File: src/rtl/hw_index_pkg.sv
// Shared widths, FSM state encoding and bit-scan helpers for the index scheduler.
package hw_index_pkg;

    localparam int DATA_W = 80;
    localparam int IDX_W  = $clog2(DATA_W);
    localparam int CNT_W  = $clog2(DATA_W + 1);

    typedef logic [1:0] state_t;

    localparam state_t IDLE = 2'd0;
    localparam state_t LOAD = 2'd1;
    localparam state_t SCAN = 2'd2;

    function automatic logic [CNT_W-1:0] popcount_80(input logic [DATA_W-1:0] data);
        logic [CNT_W-1:0] cnt;
        cnt = '0;
        for (int i = 0; i < DATA_W; i++) begin
            cnt = cnt + CNT_W'(data[i]);
        end
        return cnt;
    endfunction

    // Returns {found, idx}; idx is 0 when no bit is set.
    function automatic logic [IDX_W:0] lsb_index_80(input logic [DATA_W-1:0] data);
        logic [IDX_W:0] res;
        res = '0;
        for (int i = DATA_W - 1; i >= 0; i--) begin
            if (data[i]) begin
                res = {1'b1, IDX_W'(i)};
            end
        end
        return res;
    endfunction

endpackage

File: src/rtl/hw_lsb_encoder.sv
// Combinational lowest-set-bit priority encoder over one data word.
module hw_lsb_encoder
    import hw_index_pkg::*;
(
    input  logic [DATA_W-1:0] data,
    output logic              found,
    output logic [IDX_W-1:0]  idx
);

    assign {found, idx} = lsb_index_80(data);

endmodule

File: src/rtl/hw_index_sched.sv
// Drains words from a sync FIFO and streams each word's set-bit indices plus its weight.
module hw_index_sched
    import hw_index_pkg::*;
#(
    parameter int WCNT_W = 16
) (
    input  logic              clk,
    input  logic              rst,
    input  logic              en,
    input  logic              fifo_emp,
    output logic              fifo_rd,
    input  logic [DATA_W-1:0] fifo_data,
    output logic              out_valid,
    input  logic              out_ready,
    output logic [IDX_W-1:0]  out_idx,
    output logic              out_none,
    output logic              out_last,
    output logic [CNT_W-1:0]  out_weight,
    output logic              busy,
    output logic [WCNT_W-1:0] words_done
);

    state_t             state_q, state_d;
    logic [DATA_W-1:0]  work_q, work_d;
    logic [CNT_W-1:0]   weight_q, weight_d;
    logic [WCNT_W-1:0]  done_q;

    logic               found;
    logic [IDX_W-1:0]   lsb_idx;
    logic               single;
    logic               pop_ok;
    logic               last_hs;

    hw_lsb_encoder u_enc (
        .data  (work_q),
        .found (found),
        .idx   (lsb_idx)
    );

    // Clearing the lowest set bit leaves zero only when at most one bit was set.
    assign single  = (work_q & (work_q - DATA_W'(1))) == '0;
    assign pop_ok  = en & ~fifo_emp & ~rst;
    assign last_hs = out_valid & out_ready & out_last;

    always_comb begin
        out_valid  = (state_q == SCAN);
        out_idx    = lsb_idx;
        out_none   = ~found;
        out_last   = ~found | single;
        out_weight = weight_q;
        busy       = (state_q != IDLE);
        words_done = done_q;

        fifo_rd  = 1'b0;
        state_d  = state_q;
        work_d   = work_q;
        weight_d = weight_q;

        case (state_q)
            IDLE: begin
                if (pop_ok) begin
                    fifo_rd = 1'b1;
                    state_d = LOAD;
                end
            end
            LOAD: begin
                work_d   = fifo_data;
                weight_d = popcount_80(fifo_data);
                state_d  = SCAN;
            end
            SCAN: begin
                if (out_ready) begin
                    work_d = work_q & ~(DATA_W'(1) << lsb_idx);
                    if (out_last) begin
                        fifo_rd = pop_ok;
                        state_d = pop_ok ? LOAD : IDLE;
                    end
                end
            end
            default: state_d = IDLE;
        endcase
    end

    always_ff @(posedge clk or posedge rst) begin
        if (rst) begin
            state_q  <= IDLE;
            work_q   <= '0;
            weight_q <= '0;
            done_q   <= '0;
        end else begin
            state_q  <= state_d;
            work_q   <= work_d;
            weight_q <= weight_d;
            if (last_hs) begin
                done_q <= done_q + WCNT_W'(1);
            end
        end
    end

endmodule
File: config.mk
export PLATFORM = sky130hd
export DESIGN_NAME = hw_index_sched
export DESIGN_NICKNAME = d
export VERILOG_FILES = /design/src/rtl/hw_index_pkg.sv /design/src/rtl/hw_lsb_encoder.sv /design/src/rtl/hw_index_sched.sv
export SDC_FILE = /design/constraint.sdc
export NUM_CORES = 1
export LEC_CHECK = 0
export ABC_AREA = 0
export CAP_MARGIN = 20
export CORE_MARGIN = 2
export CORE_UTILIZATION = 51
export CTS_BUF_LIST = sky130_fd_sc_hd__clkbuf_2
export DETAILED_ROUTE_END_ITERATION = 8
export DONT_BUFFER_PORTS = 1
export PLACE_DENSITY_LB_ADDON = 0.15
export SLEW_MARGIN = 20
export SYNTH_ARGS = -nofsm -noshare
export SYNTH_HDL_FRONTEND = slang
export SYNTH_HIERARCHICAL = 1
export SYNTH_SLANG_ARGS = --single-unit
File: constraint.sdc
create_clock -name clk -period 6.6 [get_ports clk]
set_input_delay 0.99 -clock clk [delete_from_list [all_inputs] [get_ports clk]]
set_output_delay 0.99 -clock clk [all_outputs]
set_load 0.01 [all_outputs]
Word level (Yosys, flattened, before mapping)
Cells that the tools add are included.

Register bits: 105. Output and inout port bits: 35. Bits of input ports: 85. Word-level logic and storage cells: 199.

Add/subtract/negate cells: 81. Equal/unequal tests: 5. Muxes and demuxes: 91. Shift operators: 1. Reductions and logical operators: 6. Bitwise gates (word level): 11.

Operators with widths (count): $mux 8 (80); $add 7x1->7 (73); $and 80x80->80 (2); $pmux 80 s2 (1); $logic_not 80->1 (1); $mux 80 (1); $not 80->80 (1); $shl 1x7->80 const A (1); $sub 80x1->80 const B (1); $add 16x1->16 const B (1); $add 6x1->7 (1); $add 5x1->6 (1); $mux 2 (3); $pmux 2 s3 (1); $add 4x1->5 (1); $add 3x1->4 (1); $and 1x1->1 (4); $mux 1 (4); $ne 2x1->1 const B (2); $reduce_bool 2->1 (2); $add 2x1->3 (1); $not 1->1 (3); $reduce_and 3->1 (1); $add 1x1->2 (1); other kinds (7) (7).

Depth between registers and ports, before layout
Depth in word-level cells: 85. Gate-level depth with buffers: 23. Gate-level depth less buffers: 23.

Modules after synthesis
The synthesis kept the hierarchy.

Modules (own cells, without submodules): hw_index_sched (cells each 894, instances 1, area each 8057.7 sq um, sequential area each 2627.5 sq um); hw_lsb_encoder (cells each 185, instances 1, area each 1032.2 sq um, sequential area each 0.0 sq um).

Least setup slack after synthesis
OpenSTA, ideal clock, no wires.

Kind: input to register. Start point: input fifo_data[35]. End point: register weight_q[5] (netlist: out_weight[5]). Stages: 21. Path slack: 0.133 ns. Setup time: 0.135 ns. Path buffers: 0. Data arrival time: 6.331 ns. Required time: 6.465 ns. Path through: inv_1 > fa_1 > inv_1 > fa_1 > fa_1 > inv_1 > fa_1 > fa_1 > inv_1 > fa_1 > fa_1 > inv_1 > fa_1 > inv_1 > ha_1 > a21o_1 > a21oi_1 > o21bai_1 > a21oi_1 > xor2_1 > o21ai_0.

Word-level cells in the longest chain between the ends: 45.

RTL lines: start, declared (RTL line hw_index_sched.sv:12) `input logic [DATA_W-1:0] fifo_data,`; $add 7x1->7 (45 in series) (RTL line hw_index_pkg.sv:18) `cnt = cnt + CNT_W'(data[i]);`; end signal, assigned (RTL line hw_index_sched.sv:93) `weight_q <= weight_d;`; end, declared (RTL line hw_index_sched.sv:25) `logic [CNT_W-1:0] weight_q, weight_d;`.

Every way passes these cells. A chain may end at the register's enable or synchronous reset.

Worst setup path after layout
Start point: register work_q[70]. End point: output fifo_rd.

Word-level cells in the longest chain between the ends: 76. Elaborated cells between the ends (all ways): 79. Those cells by class: 1 x add/sub; 74 x mux; 3 x bitwise; 1 x reduce/logical.

RTL lines: start, declared (RTL line hw_index_sched.sv:24) `logic [DATA_W-1:0] work_q, work_d;`; start signal, assigned (RTL line hw_index_sched.sv:92) `work_q <= work_d;`; $mux 8 (71 in series) (RTL line hw_index_pkg.sv:28) `if (data[i]) begin`; $not 1->1 (RTL line hw_index_sched.sv:49) `out_last = ~found | single;`; $or 1x1->1 * (RTL line hw_index_sched.sv:49); $mux 1 * (RTL line hw_index_sched.sv:74) `if (out_last) begin`; $mux 1 * (RTL line hw_index_sched.sv:72) `if (out_ready) begin`; $pmux 1 s2 * (RTL line hw_index_sched.sv:59) `case (state_q)`; end, declared (RTL line hw_index_sched.sv:11) `output logic fifo_rd,`.

Mark *: on every way between the ends. The rest lies on a longest branch, timed or not.

==> impl_results.md <==
* DRC Markers at 0
* R2R Setup Slk at 1.93 ns
* DRT iter0 DRCs at 1093
* DP HPWL at 24.48 mm
* Antenna violations before repair at 1
* Initial core utilization at 0.5237
* Detailed Routing Iterations Pass 1 at 6
* CTS tree: done
* Syn_area_per_cell at 8.424 um2
* Tcrit/Tclk final at 0.9569
* RR Endpoint: words_done[1]
* Full die area at 18910 um2
* Number of buffers added on ports at 0
* Area added between synthesis and finish at 5.740%
* Core Region at 17360 um2
* Post-synthesis simple-gate area fraction at 0.2303
* Share of layout cells above drive strength 1 at 0.07163
* Clock root buffer master: clkbuf_2
* Crit-path max FO at 9
* Count leader, synth: o21ai_0
* Final Max Tran Viols at 0
* Cell taking the most area after synthesis: dfrtp_1
* Crit path required time at 5.61 ns
* Sequential-to-total area share from yosys stat at 0.2891
* CTS buffer count at 9
* H-tree depth at 3
* Global Route Usage Sum at 0.3400
* Die height at 137.5 um
* Drt total wl at 30.87 mm
* Worst-Margin Slew at 1.070 ns
* Post-Synth Adder-Cell Area at 0.1765
* Delay-heaviest family, CP: simple AND/OR/NAND/NOR gates
* Post-synthesis compound-gate area fraction at 0.2128
* Worst Skew at 0.06767 ns
* Post-DR vias/cell at 6.656
* Post-synth top cells: 152 x o21ai_0, 134 x inv_1, 105 x dfrtp_1, 97 x nand2_1, 69 x fa_1
* Final hold slack at 0.1053 ns
* Worst path most repeated cell: buf_4
* Synth unique cells at 70
* CTS max path bufs at 2
* Final ANT Viol Nets at 0
* Setup repair bufs after CTS at 0
* Mapped cell area at 9090 um2
* Vias at 8752
* Number of global-route vias before repair at 8336
* Horiz. Die Dim at 137.5 um
* Top cells by area, synth: dfrtp_1 29%, fa_1 15%, o21ai_0 8.4%
* Period minus WS final at 6.315 ns
* Async SR Flop Fraction at 1.000
* RSZ-0062 raised after global routing: false
* R2R cell count at 10
* Mux cell area share after synthesis at 0.001239
* Post-synthesis xor/xnor area fraction at 0.01831
* Endpoints failing setup at 0
* First-pass GRT wire length at 47.66 mm
* Clock sink count at 105
* Routability congestion estimate at 0.9336
* Drt wl/cell at 23.47 um
* Hold Vio Cnt, Final at 0
* # IOs at 120
* Critical-path top delay cell: nor4b_1
* Crit path largest cell delay at 0.64 ns
* Critical-path cell list: buf_4 > nor4_1 > nor4b_1 > a31oi_1 > nand4bb_1 > or3_1 > or4_1 > or4_4 > o21ai_1 > buf_4 > a21boi_1 > nor4_2
* EDFF count, synth at 0
* Net Count, Synth at 1250
* Cells after synthesis at 1079
* Crit Path Category: flop to output pin
* Final core occ at 0.5538
* Yosys reg bits at 105
* Critical path launch point type: flop
* Crit path DAT at 5.33 ns
* GR Overflow Total at 0
* Hold Path Class: input port to async pin
* Bufs and invs on worst path at 2
* Final #Nets at 1255
* Site Rows at 48
* Worst skew pair latency at 0.70 ns
* Largest family of logic cells by synthesized area: simple AND/OR/NAND/NOR gates
* Crit path capture type: output pin
* Worst r2r src: work_q[70]
* FMAX at 158.3 MHz
* Clk slew on worst S/H paths at 0.38 ns
* Main synth FF type: dfrtp_1
* Largest net degree at the start of global routing at 102
* Yosys top cell area share at 0.2891
* Max-slew headroom at the worst pin at 0.2849
* Synth warn at 6
* Max-Cap Viols at 0
* Outcome: finished clean
## layer usage
layer / part of all wire / up-vias / track usage
li1: - / 3899 / -
met1: 0.39 / 4248 / 0.4652
met2: 0.47 / 528 / 0.5326
met3: 0.098 / 77 / 0.06733
met4: 0.041 / 0 / 0.1346
met5: 0 / - / 0
## metrics by stage
stage          instances  setup WS, ns  setup TNS [ns]  area, um2
3_3_place_gp        1298      -0.03645        -0.03645       9463
5_1_grt             1315      0.001557               0       9612
3_5_place_dp        1298       -0.1200         -0.1866       9463
6_report            1315        0.2845               0       9612
4_1_cts             1314        0.1825               0       9597
2_1_floorplan       1079        0.1333               0       9090
## cell families after synthesis
kind of cell,count (synthesis)
AOI/OAI and AO/OA,312
adders and majority gates,87
DFF,105
muxes,1
buffers and inverters,171
xor gates and xnor gates,19
and+or+nand+nor,384
## area by class of cell
class	instances	area (um2)
diodes	1	2.502
inverters	135	509.2
multi-input cells	803	5832
flip-flops and latches	105	2628
repair buffers	30	225.2
well taps	225	281.5
fillers	1622	7745
clock buffers	9	45.04
clock inverters	7	88.84
## registers in the layout (all words and copies together) (netlist names)
name / cells
work_q: 80
state_q: 2
words_done: 16
out_weight: 7
## cell usage in the layout (no fill, tap or decap), types with 6 or more instances in the layout
cell / Yosys / final
o41ai_1: 13 / 13
nor3_1: 33 / 33
a21oi_1: 32 / 32
a2111oi_0: 6 / 6
or4_1: 19 / 19
nor2b_1: 9 / 8
fa_1: 69 / 69
nand4_1: 23 / 23
dfrtp_1: 105 / 105
clkbuf_2: 0 / 9
xnor2_1: 16 / 16
inv_1: 134 / 133
nor4_1: 33 / 31
a31oi_1: 7 / 7
buf_4: 0 / 30
or3_1: 20 / 20
and3_1: 8 / 8
o211ai_1: 47 / 47
ha_1: 17 / 17
or2_2: 9 / 9
o21ai_0: 152 / 152
o31a_1: 6 / 6
nand2b_1: 8 / 7
nand3_1: 24 / 24
nand2_1: 97 / 97
nor2_1: 63 / 63
o31ai_1: 11 / 11
nand4b_1: 8 / 8
## worst max path at each step
stage / start / end / cells after the start
final: work_q[70] / fifo_rd / 12
after CTS: work_q[37] / fifo_rd / 11
after global routing: work_q[2] / fifo_rd / 12
after global placement: fifo_data[47] / out_weight[5] / 21
after detailed placement: fifo_data[35] / out_weight[5] / 21
after floorplan: fifo_data[35] / out_weight[5] / 21
## what timing repair did
action	CTS	global route
setup endpoints to repair	0	1
hold buffers	0	0
resized for setup	0	2
Power is left out: the tool's default activity adds up to more than one toggle a clock period on the data nets, which glitch-free logic cannot reach.
